### config.mk
export PLATFORM = sky130hd
export DESIGN_NAME = alu_sequencer
export DESIGN_NICKNAME = d
export VERILOG_FILES = /design/src/rtl/alu_sequencer.sv
export SDC_FILE = /design/constraint.sdc
export NUM_CORES = 1
export LEC_CHECK = 0
export ABC_AREA = 1
export CORE_ASPECT_RATIO = 1.75
export CORE_MARGIN = 2
export CORE_UTILIZATION = 54
export CTS_BUF_LIST = sky130_fd_sc_hd__clkbuf_16
export DETAILED_ROUTE_END_ITERATION = 8
export PLACE_DENSITY_LB_ADDON = 0.15
export SYNTH_ARGS = -nofsm -noshare
export SYNTH_HDL_FRONTEND = slang
export SYNTH_SLANG_ARGS = --single-unit
### constraint.sdc
create_clock -name clk -period 1.35 [get_ports clk]
set_input_delay 0.27 -clock clk [delete_from_list [all_inputs] [get_ports clk]]
set_output_delay 0.27 -clock clk [all_outputs]
set_load 0.03 [all_outputs]
### src/rtl/alu_sequencer.sv
`default_nettype none
// ============================================================================
// alu_sequencer : serial decode/exec/writeback sequencer for an external 8-bit ALU
// Rev 1.0
// ============================================================================
module alu_sequencer #(
   parameter int NREG = 4,
   parameter int DW   = 8
) (
   input  logic          clk,
   input  logic          rst_n,
   input  logic          instr_valid_i,
   output logic          instr_ready_o,
   input  logic [15:0]   instr_i,
   output logic [DW-1:0] alu_a_o,
   output logic [DW-1:0] alu_b_o,
   output logic [2:0]    alu_sel_o,
   input  logic [DW-1:0] alu_out_i,
   input  logic          alu_carry_i,
   output logic          res_valid_o,
   input  logic          res_ready_i,
   output logic [DW-1:0] res_data_o,
   output logic          res_carry_o,
   output logic          res_zero_o,
   output logic          busy_o
);

   typedef enum logic [2:0] {
      S_IDLE   = 3'd0,
      S_DECODE = 3'd1,
      S_EXEC   = 3'd2,
      S_WB     = 3'd3,
      S_RESP   = 3'd4
   } state_t;

   state_t          state_q, state_d;
   logic [15:0]     instr_q, instr_d;
   logic [DW-1:0]   regs_q [NREG];
   logic [DW-1:0]   regs_d [NREG];
   logic [DW-1:0]   alu_a_q, alu_a_d;
   logic [DW-1:0]   alu_b_q, alu_b_d;
   logic [2:0]      alu_sel_q, alu_sel_d;
   logic [DW-1:0]   result_q, result_d;
   logic            rcarry_q, rcarry_d;
   logic            carry_q, carry_d;
   logic            zero_q, zero_d;
   logic [DW-1:0]   res_data_q, res_data_d;

   logic            is_li;
   logic [2:0]      op;
   logic [1:0]      rd, rs1, rs2;
   logic [DW-1:0]   imm;

   assign is_li = instr_q[15];
   assign op    = instr_q[14:12];
   assign rd    = instr_q[11:10];
   assign rs1   = instr_q[9:8];
   assign rs2   = instr_q[7:6];
   assign imm   = instr_q[7:0];

   always_comb begin
      state_d    = state_q;
      instr_d    = instr_q;
      regs_d     = regs_q;
      alu_a_d    = alu_a_q;
      alu_b_d    = alu_b_q;
      alu_sel_d  = alu_sel_q;
      result_d   = result_q;
      rcarry_d   = rcarry_q;
      carry_d    = carry_q;
      zero_d     = zero_q;
      res_data_d = res_data_q;
      case (state_q)
         S_IDLE: begin
            if (instr_valid_i) begin
               instr_d = instr_i;
               state_d = S_DECODE;
            end
         end
         S_DECODE: begin
            if (is_li) begin
               // LI keeps the carry flag, so route the current flag through the result path
               result_d = imm;
               rcarry_d = carry_q;
               state_d  = S_WB;
            end else begin
               alu_a_d   = regs_q[rs1];
               alu_b_d   = regs_q[rs2];
               alu_sel_d = op;
               state_d   = S_EXEC;
            end
         end
         S_EXEC: begin
            result_d = alu_out_i;
            rcarry_d = alu_carry_i;
            state_d  = S_WB;
         end
         S_WB: begin
            regs_d[rd] = result_q;
            carry_d    = rcarry_q;
            zero_d     = (result_q == '0);
            res_data_d = result_q;
            state_d    = S_RESP;
         end
         S_RESP: begin
            if (res_ready_i) state_d = S_IDLE;
         end
         default: state_d = S_IDLE;
      endcase
   end

   always_ff @(posedge clk or negedge rst_n) begin
      if (!rst_n) begin
         state_q    <= S_IDLE;
         instr_q    <= '0;
         for (int i = 0; i < NREG; i++) regs_q[i] <= '0;
         alu_a_q    <= '0;
         alu_b_q    <= '0;
         alu_sel_q  <= '0;
         result_q   <= '0;
         rcarry_q   <= 1'b0;
         carry_q    <= 1'b0;
         zero_q     <= 1'b0;
         res_data_q <= '0;
      end else begin
         state_q    <= state_d;
         instr_q    <= instr_d;
         regs_q     <= regs_d;
         alu_a_q    <= alu_a_d;
         alu_b_q    <= alu_b_d;
         alu_sel_q  <= alu_sel_d;
         result_q   <= result_d;
         rcarry_q   <= rcarry_d;
         carry_q    <= carry_d;
         zero_q     <= zero_d;
         res_data_q <= res_data_d;
      end
   end

   assign instr_ready_o = (state_q == S_IDLE);
   assign res_valid_o   = (state_q == S_RESP);
   assign busy_o        = (state_q != S_IDLE);
   assign alu_a_o       = alu_a_q;
   assign alu_b_o       = alu_b_q;
   assign alu_sel_o     = alu_sel_q;
   assign res_data_o    = res_data_q;
   assign res_carry_o   = carry_q;
   assign res_zero_o    = zero_q;

endmodule
`default_nettype wire

; Word-level counts from Yosys, hierarchy flattened
; Index checks and enable logic that the tools add are counted.
[op_classes]
n_lt_le_gt_ge = 4
eq_ne = 7
n_mux = 17
bitwise = 4
n_reduce_logical = 9
[op_table]
columns = op, n
row1 = $mux 8, 6
row2 = $bmux 8 s2, 2
row3 = $bwmux 32, 1
row4 = $demux 8 s2, 1
row5 = $pmux 8 s2, 1
row6 = $pmux 3 s5, 1
row7 = $ge 3x3->1 const B, 3
row8 = $not 2->3, 3
row9 = $logic_not 8->1, 1
row10 = $reduce_and 2->1, 4
row11 = $eq 3x2->1 const B, 2
row12 = $mux 3, 2
row13 = $ne 2x2->1 const B, 2
row14 = $eq 3x1->1 const B, 1
row15 = $eq 3x3->1 const B, 1
row16 = $logic_not 3->1, 1
row17 = $lt 3x1->1 const B, 1
row18 = $reduce_bool 3->1, 1
row19 = $mux 1, 2
row20 = $ne 2x1->1 const B, 1
row21 = $pmux 1 s2, 1
row22 = $reduce_bool 2->1, 1
row23 = $logic_and 1x1->1, 1
row24 = $not 1->1, 1
[word_totals]
ff_bits = 89

; Depth between registers and ports, before layout
[logic_depth]
ltp_word = 6
mapped_depth = 8
ltp_nobuf = 7

; Worst setup path before layout
; Ideal clock, no wire load.
[synth_timing]
kind = register to output
start = register state_q[1]
end = output port res_valid_o
t_arrival_ns = 1.353
slack_ns = -0.273
path_stages_with_launch = 3
path_buffers = 1
cell_sequence = dfrtp_1 > clkbuf_1 > nor3_1
[synth_between]
elab_chain_len = 1
[synth_rtl]
columns = item, line_no
row1 = "start, declared", 36  ; state_t state_q, state_d;
row2 = "start signal, assigned", 126  ; state_q <= state_d;
row3 = $eq 3x3->1, 141  ; assign res_valid_o = (state_q == S_RESP);
row4 = "end, declared", 20  ; output logic res_valid_o,
; No other way between the ends.

; Worst setup path after layout
[layout_timing]
start = register state_q[1]
end = output port busy_o
[layout_between]
elab_chain_len = 1
[layout_rtl]
columns = item, line_no
row1 = $reduce_bool 3->1, 142  ; assign busy_o = (state_q != S_IDLE);
row2 = "end, declared", 25  ; output logic busy_o
; No other way between the ends.

==> out/results.tsv <==
stage	metric	value	unit
cts	clock transition at the registers of the reported paths	60	ps
final_layout	Core Util, Final	77.72	%
logic_synthesis	synthesized netlist cell count	577	
global_routing	Global Route Usage Sum	27.26	%
sta	Hold WS	473.7	ps
logic_synthesis	compound-gate portion of the synthesized area	1.551	%
setup_path	Data arrival, critical path	1250	ps
global_routing	vias in the first global route	3983	
final_layout	Layout Nets	708	
route	DRC viols	0	
setup_path	CP Max Fanout	2	
status	status	complete, but fails checks	
route	Antenna Violating Nets Remaining	0	
sta	Setup violations, final	69	
final_layout	area delta synth->final	41.82	%
setup_path	RR Endpoint	regs_q[24]	
cts	clk sinks	89	
logic_synthesis	Synthesized Nets	606	
status	failing checks	setup timing	
global_routing	pin count of the biggest net entering global routing	90	
route	vias per cell	5.553	
worst_hold_path	Hold Startpoint	alu_a_o[7]	
setup_path	CP max stage cell	dfrtp_2	
global_routing	gr ovfl total	0	
logic_synthesis	#FFs+latches synth	89	
setup_path	Worst path most repeated cell	buf_6	
setup_path	critical-path cell list	nor2_4, nand2_4, buf_6, buf_6	
cts	clock latency on the worst-skew pair	340	ps
final_layout	Ant. Diodes	0	
setup_path	CP Data Required Time	1080	ps
route	DR WL/cell	16.66	µm
worst_hold_path	worst min-delay path class	flop to flop	
route	total number of vias	4298	
logic_synthesis	cell accounting for the most synthesized area	dfrtp_1	
setup_path	critical path class	flop to output port	
route	DRT Pass-1 Iters	8	
logic_synthesis	Mapped Area	4275	µm²
placed_design	routability cong.	0.8622	
logic_synthesis	combinational family with the most area after synthesis	simple AND/OR/NAND/NOR gates	
cts	Root Driver	clkbuf_16	
cts	Clock Path Buffers	2	
logic_synthesis	synth warn	0	
logic_synthesis	fraction of registers with async set/reset	100.0	%
sta	Tcrit/Tclk final	112.9	%
setup_path	crit end category	output port	
floorplanning	Starting Density	54.80	%
cts	CTS tree	built	
job	Max Cap Viol	0	
final_layout	share of cells above drive strength 1	26.32	%
logic_synthesis	adder-cell share of the synthesized area	0	%
logic_synthesis	Post-Synth Simple-Gate Area	39.24	%
sta	final critical-path required period	1524	ps
cts	H-tree depth	3	
placed_design	Post-DP HPWL	7.568	mm
floorplanning	row cnt	43	
logic_synthesis	register area share after synthesis	52.09	%
global_routing	initial antenna violation count	0	
floorplanning	I/O pin count	61	
sta	post-route clock skew	9.464	ps
power	Leakage Power	3.233	nW
floorplanning	Die H	121.7	µm
logic_synthesis	synth top area cells	dfrtp_1, nand2_1, nand3_1	
sta	fmax	0.6563	GHz
setup_path	Startpoint Class	flop	
setup_path	Worst Path Buf+Inv	2	
sta	setup ws final	-173.6	ps
setup_path	Crit path max-delay family	flip-flops	
power	pwr/cell area	2515	nW/µm²
floorplanning	core area	7801	µm²
setup_path	Worst path max stage delay	430	ps
sta	Rel. slew slack	68.31	%
sta	RSZ-0062 raised after global routing	true	
logic_synthesis	prevailing post-synth register cell	dfrtp_1	
sta	Slew Limit Fails	0	
route	Total Wirelength	12.90	mm
logic_synthesis	mux cell area share after synthesis	0	%
worst_hold_path	Hold Crit Endpoint	alu_a_o[7]	
setup_path	R2R cell count	9	
setup_path	r2r setup slk	-140	ps
cts	cts bufs inserted	9	
logic_synthesis	most common cell in the netlist	nand2_1	
placed_design	Port Buffer Count	60	
floorplanning	die area	8673	µm²
worst_hold_path	hold path depth	2	
setup_path	R2R Path Start	state_q[0]	
placed_design	pre-CTS WS	-72.44	ps
logic_synthesis	Synth cell types	21	
logic_synthesis	Post-synth EDFFs	0	
global_routing	global-route wire length before repair	18.35	mm
logic_synthesis	Synth top cells by count	nand2_1, nand3_1, dfrtp_1	
route	Initial DRC Count	370	
logic_synthesis	area fraction of the dominant cell type after synthesis	52.09	%
sta	final count of hold timing violations	0	
floorplanning	Die W	71.26	µm
sta	Worst-Margin Slew	475.4	ps
logic_synthesis	Post-Synth XOR/XNOR Area	0	%
power	Worst VDD drop	1549	µV
logic_synthesis	Mapped Avg Cell Area	7.410	µm²
-- power breakdown --
| group | internal [mW] | switching [mW] |
|---|---|---|
| combinational | 3.35 | 4.95 |
| clock | 1.21 | 0.993 |
| sequential | 3.72 | 1.02 |
-- per-layer routing --
layer	vias up	global-route usage, %	share of wire (%)
met1	2058	29.10	34
met4	0	16.04	4.7
li1	1998	-	-
met5	-	0	0
met2	188	49.71	57
met3	54	3.970	5.1
-- worst min-delay path, delay by kind of cell, from the launching register on --
| kind | cells | cell delay (ps) |
|---|---|---|
| DFF | 1 | 340 |
| and+or+nand+nor | 2 | 100 |
-- layout by cell type (no fill, tap or decap), types with 4 or more instances in the layout --
cell             count
nand2_2             43
nand2_1            238
o21ai_1              8
clkbuf_16           14
clkdlybuf4s50_1     27
nand3_2              8
buf_12               9
nor2_2               4
buf_4               37
clkbuf_2            12
nand3_1             82
buf_6               14
inv_1               44
dfrtp_1             87
nor2_1               7
nand2_4             11
-- flip-flops by register name (all words and copies together) (netlist names) --
register	cells
result_q	8
state_q	3
res_zero_o	1
instr_q	16
regs_q	32
alu_a_o	8
rcarry_q	1
alu_sel_o	3
res_data_o	8
alu_b_o	8
res_carry_o	1
-- layout make-up --
type	instances	area, µm²
Sequential cell	89	2230
Tap cell	90	112.6
Timing Repair Buffer	112	1180
Inverter	47	201.4
Timing Repair inverter	3	21.27
Fill cell	538	1738
Clock inverter	7	31.28
Multi-Input combinational cell	417	2062
Clock buffer	9	225.2
-- worst max path at each step --
stage	from	to	slack [ps]	cells past startpoint
2_1_floorplan	state_q[1]	res_valid_o	-20	2
3_3_place_gp	state_q[1]	instr_q[4]	20	6
3_5_place_dp	state_q[1]	instr_q[7]	-70	6
4_1_cts	state_q[1]	res_valid_o	-180	3
5_1_grt	state_q[1]	busy_o	-210	4
6_report	state_q[1]	busy_o	-170	4
-- cell families (layout without fill, tap and decap cells) --
group                  Yosys count  after routing
AND/OR/NAND/NOR                404            404
AO/OA/AOI/OAI                   13             13
buffers and inverters           71            178
flip-flops                      89             89
-- stage by stage --
stage / instance area (µm²) / instances / setup TNS, ps / power [mW]
after floorplan: 4288 / 577 / -23.56 / 8.593
after global placement: 5056 / 725 / 0 / 10.58
after detailed placement: 5056 / 725 / -1908 / 10.81
after CTS: 5563 / 757 / -3862 / 13.64
after global routing: 6063 / 774 / -8423 / 16.15
final: 6063 / 774 / -5039 / 15.25
-- what timing repair did --
action	in CTS	in global routing
cloned	4	7
pin swaps	5	27
setup endpoints to repair	83	90
resized for setup	59	118
hold endpoints to repair	78	0
hold buffers	1	0
buffers inserted	11	10
Power figures use the tool's default switching activity.
==> edit 1: new RTL, same settings <==
Reset style: synchronous (`rst_n`), changed in one clocked block.
--- a/src/rtl/alu_sequencer.sv
+++ b/src/rtl/alu_sequencer.sv
@@ -109,7 +109,7 @@
       endcase
    end
 
-   always_ff @(posedge clk or negedge rst_n) begin
+   always_ff @(posedge clk) begin
       if (!rst_n) begin
          state_q    <= S_IDLE;
          instr_q    <= '0;
Behaviour: differs if rst_n is asserted again (counterexample within 4 cycles, from zero or initial values and one cycle with rst_n low); with rst_n held inactive, the same outputs for 10 cycles.
==> edit 1 against the original RTL <==
The flow still finishes with violations (setup timing); area after synthesis shrank 0.85%; final area shrank 5.9%; wire length shrank 5.5%; maximum frequency grew 3.7%; clock skew shrank 6.6 ps; sequential cell count is the same; sequential share of layout area shrank 5.3 points; setup slack gained 54 ps; critical path depth shrank 1; highest routed layer unchanged.
Power is not compared: it rests on default switching activity, and its combinational part moved more than twofold at a synthesized area within 25%.
==> edit 1: results (changes against the original RTL) <==
| Metric | Value |
|---|---|
| Worst r2r dst | `alu_b_o[3] (was regs_q[24])` |
| Reg2Reg Setup Slack | `-70 ps (was -140 ps)` |
| Final setup skew | `2.88 ps (was 9.46 ps)` |
| Post-cts hold buffer count | `0 (was 1)` |
| Metal3 WL | `613 µm (was 654 µm)` |
| Crit path launch | `state_q[0] (was state_q[1])` |
| Final std cells w/o fill | `838 (was 774)` |
| Synth unique cells | `22 (was 21)` |
| Routability Congestion | `0.926 (was 0.862)` |
| TNS Setup | `-447 ps (was -5040 ps)` |
| Post-synthesis compound-gate area fraction | `0.0655 (was 0.0155)` |
| Leading cell types by count after synthesis | `209 x nand2_1, 113 x nor2_1, 89 x dfxtp_1 (was 292 x nand2_1, 91 x nand3_1, 89 x dfrtp_1)` |
| Status | `finished, violations left (unchanged)` |
| First-pass GRT wire length | `18400 µm (was 18300 µm)` |
| Met2 WL post-DR | `6600 µm (was 7300 µm)` |
| CP endpoint | `res_valid_o (was busy_o)` |
| M1 wire length | `4220 µm (was 4330 µm)` |
| Post-Place Setup Slack | `-39.8 ps (was -72.4 ps)` |
| Final setup viols | `13 (was 69)` |
| Min-delay worst type | `input port to register (was register to register)` |
| Post-route setup slack | `-120 ps (was -174 ps)` |
| Actual slew at the worst max-slew pin | `360 ps (was 475 ps)` |
| Largest net degree at the start of global routing | `37 (was 90)` |
| # nets final | `774 (was 708)` |
| Asr flop ratio synth | `0 (was 1.00)` |
| Vias | `4445 (was 4298)` |
| Failing checks | `setup timing (unchanged)` |
| Top cells by area, synth | `dfxtp_1 42%, nand2_1 19%, nor2_1 10% (was dfrtp_1 52%, nand2_1 26%, nand3_1 11%)` |
edit 1: changes by cell type after synthesis, moves of 4 or more:
| cell | unedited run | this run |
|---|---|---|
| a21oi_1 | 0 | 34 |
| clkbuf_1 | 7 | 11 |
| clkinv_1 | 0 | 4 |
| dfrtp_1 | 89 | 0 |
| dfxtp_1 | 0 | 89 |
| inv_1 | 42 | 73 |
| nand2_1 | 292 | 209 |
| nand3_1 | 91 | 76 |
| nor2_1 | 10 | 113 |
| o21ai_0 | 10 | 20 |
edit 1: metrics by stage:
stage,util,total power (µW)
5_1_grt,0.754,8360
3_5_place_dp,0.657,4960
6_report,0.754,8000
2_1_floorplan,-,4320
3_3_place_gp,0.657,4910
4_1_cts,0.710,7740
edit 1: cells by family (layout without fill, tap and decap cells):
kind of cell	count (synthesis)	after routing
AO/OA/AOI/OAI	55	55
flip-flops	89	89
AND/OR/NAND/NOR	410	410
buffers and inverters	113	196
edit 1: repair_timing:
action                                  in CTS  in global routing
gates cloned                                 0                  7
resized for setup                           51                 76
pin swaps                                    1                 24
endpoints found under the setup margin      49                 75
buffers inserted                             3                  6
edit 1: how the worst min path moves through the flow:
stage / slack (ps) / depth (start not counted) / to / startpoint
final: 370 / 3 / regs_q[30] / rst_n
after global routing: 400 / 3 / regs_q[30] / rst_n
after CTS: 350 / 3 / regs_q[30] / rst_n
after detailed placement: 450 / 2 / res_carry_o / rcarry_q
after global placement: 450 / 2 / regs_q[9] / regs_q[9]
after floorplan: 400 / 2 / instr_q[0] / instr_i[0]
edit 1: layout make-up:
type	instances	area (µm²)
clock buffers	9	225
repair buffers	99	1030
well taps	88	110
multi-input cells	465	2120
inverters	81	322
flip-flops and latches	89	1790
clock inverters	7	109
fillers	607	1860
edit 1: critical path, cell delays in order (launching register included):
cell and delay (ps):
dfxtp_4 370, buf_6 130, nor3_4 200, buf_6 160
edit 1: power groups by stage:
| stage | registers, µW | logic [µW] | clock network (µW) |
|---|---|---|---|
| 2_1_floorplan | 3220 | 1100 | 0 |
| 5_1_grt | 3070 | 2370 | 2930 |
| 6_report | 3050 | 2150 | 2800 |
| 3_3_place_gp | 3080 | 1840 | 0 |
| 4_1_cts | 3030 | 1870 | 2840 |
| 3_5_place_dp | 3090 | 1870 | 0 |
edit 1: per-layer routing:
metal  up-vias  track usage
met5         -            0
met4         0        0.190
met3        61       0.0556
met2       199        0.474
met1      1984        0.281
li1       2201            -
==> edit 2: new RTL, same settings <==
Without the edit above. Change the parameter `NREG` from 4 to 2.
--- a/src/rtl/alu_sequencer.sv
+++ b/src/rtl/alu_sequencer.sv
@@ -4,7 +4,7 @@
 // Rev 1.0
 // ============================================================================
 module alu_sequencer #(
-   parameter int NREG = 4,
+   parameter int NREG = 2,
    parameter int DW   = 8
 ) (
    input  logic          clk,
Formal check against the unedited RTL: not equivalent (a bounded check fails within 4 cycles, from zero or initial values and one cycle with rst_n low).
==> edit 2 against the original RTL <==
The flow still finishes with violations (setup timing); via count is 36% lower; setup slack improved by 56 ps; total power down 30%; synthesized cell count decreased by 33%; final area decreased by 27%; utilization fell by 2.2 points; sequential cell count shrank 17; area after synthesis decreased by 25%; wire length is 48% lower; critical path type unchanged; largest cell class unchanged.
==> edit 2: results (changes against the original RTL) <==
| Metric | Value |
|---|---|
| Final hold slack | `479 ps (was 474 ps)` |
| Slowest-stage cell, CP | `dfrtp_1 (was dfrtp_2)` |
| Syn Nets | `413 (was 606)` |
| Register area share after synthesis | `0.559 (was 0.521)` |
| Leading cell types by count after synthesis | `145 x nand2_1, 72 x dfrtp_1, 54 x o21ai_0 (was 292 x nand2_1, 91 x nand3_1, 89 x dfrtp_1)` |
| Hold Path End | `regs_q[11] (was alu_a_o[7])` |
| Area after DPL | `4040 µm² (was 5060 µm²)` |
| Biggest regs | `regs_q x16, instr_q x15 (was regs_q x32, instr_q x16)` |
| Maximum vdd ir drop | `1.36 mV (was 1.55 mV)` |
| Status | `finished, violations left (unchanged)` |
| Filler Cells Inserted | `445 (was 538)` |
| Largest net degree at the start of global routing | `73 (was 90)` |
| GR Util All Layers | `0.223 (was 0.273)` |
| # nets final | `490 (was 708)` |
| I/O Buffers | `59 (was 60)` |
| Worst reg2reg path startpoint | `state_q[2] (was state_q[0])` |
| Worst rel slew slack | `0.652 (was 0.683)` |
| Top cells by area, synth | `dfrtp_1 56%, nand2_1 17%, o21ai_0 8.4% (was dfrtp_1 52%, nand2_1 26%, nand3_1 11%)` |
| Final setup skew | `5.20 ps (was 9.46 ps)` |
| First-pass GRT wire length | `11500 µm (was 18300 µm)` |
| Worst-case reg-to-reg path depth | `5 (was 9)` |
| Hpwl dp | `4680 µm (was 7570 µm)` |
| Final setup viols | `3 (was 69)` |
| DRT Pass-1 Iters | `4 (was 8)` |
| Post-synthesis compound-gate area fraction | `0.115 (was 0.0155)` |
| Reg2Reg Setup Slack | `0 ps (was -140 ps)` |
| Routability Congestion | `0.890 (was 0.862)` |
| Worst r2r dst | `alu_a_o[6] (was regs_q[24])` |
| Failing checks | `setup timing (unchanged)` |
| LEAKAGE | `0.00226 µW (was 0.00323 µW)` |
| Cell count after placement | `517 (was 725)` |
| Crit path DAT | `1200 ps (was 1250 ps)` |
| Min-delay worst type | `register to register (unchanged)` |
| TNS Setup | `-350 ps (was -5040 ps)` |
| Iter 0 DRT Violations | `113 (was 370)` |
| Vias per Instance | `5.03 (was 5.55)` |
| Vias | `2733 (was 4298)` |
| CP max stage delay | `380 ps (was 430 ps)` |
| Post-route setup slack | `-118 ps (was -174 ps)` |
| Vias in the first global route | `2631 (was 3983)` |
edit 2: worst max-delay path by stage:
stage                              from     endpoint  slack, ps  cells past startpoint
final                        state_q[0]       busy_o       -120                      5
after global placement    instr_valid_i  instr_q[10]         70                      5
after detailed placement     state_q[2]   alu_a_o[0]         30                      5
after CTS                    state_q[1]       busy_o       -140                      5
after floorplan              state_q[2]  res_valid_o        -40                      3
after global routing         state_q[0]       busy_o       -180                      5
edit 2: stage by stage:
stage	setup slack [ps]	util
global placement	67.1	0.692
CTS	-142	0.739
global route	-180	0.755
finish	-118	0.755
floorplan	-36.5	-
detailed placement	27.8	0.692
edit 2: logic make-up (layout without fill, tap and decap cells):
logic type	Yosys count	after routing
AOI/OAI and AO/OA	66	66
buffers and inverters	55	136
DFF	72	72
and+or+nand+nor	191	191
edit 2: layout make-up:
type	count	area, µm²	share of cell area
Inverter	34	130	0.0296
Sequential cell	72	1800	0.409
Clock inverter	6	30.0	0.00682
Multi-Input combinational cell	257	1210	0.276
Clock buffer	9	225	0.0512
Tap cell	78	97.6	0.0222
Timing Repair Buffer	87	905	0.205
edit 2: metal layers:
metal / part of all wire / track usage
met2: 0.56 / 0.417
met1: 0.38 / 0.230
met5: 0 / 0
met4: 0.022 / 0.114
met3: 0.037 / 0.0455
edit 2: report_power, final:
| part | internal (µW) | leakage, µW | total, µW | switching [µW] |
|---|---|---|---|---|
| Combinational | 2080 | 0.00120 | 4960 | 2870 |
| Clock | 1210 | 0.000133 | 2020 | 811 |
| Sequential | 3020 | 0.000927 | 3730 | 712 |
edit 2: repair_timing:
| item | 4_1_cts | 5_1_grt |
|---|---|---|
| setup buffers | 3 | 7 |
| resized for setup | 21 | 32 |
| pin swaps | 1 | 2 |
| setup endpoints to repair | 20 | 62 |
| hold buffers | 1 | 0 |
| endpoints found under the hold margin | 72 | 0 |
| gates cloned | 0 | 0 |
edit 2: worst reg2reg max path: cells and delay by family (launching register included):
| kind | cells | cell delay (ps) |
|---|---|---|
| flops | 1 | 410 |
| buf+inv | 2 | 400 |
| simple gates | 2 | 230 |
| compound gates | 1 | 180 |
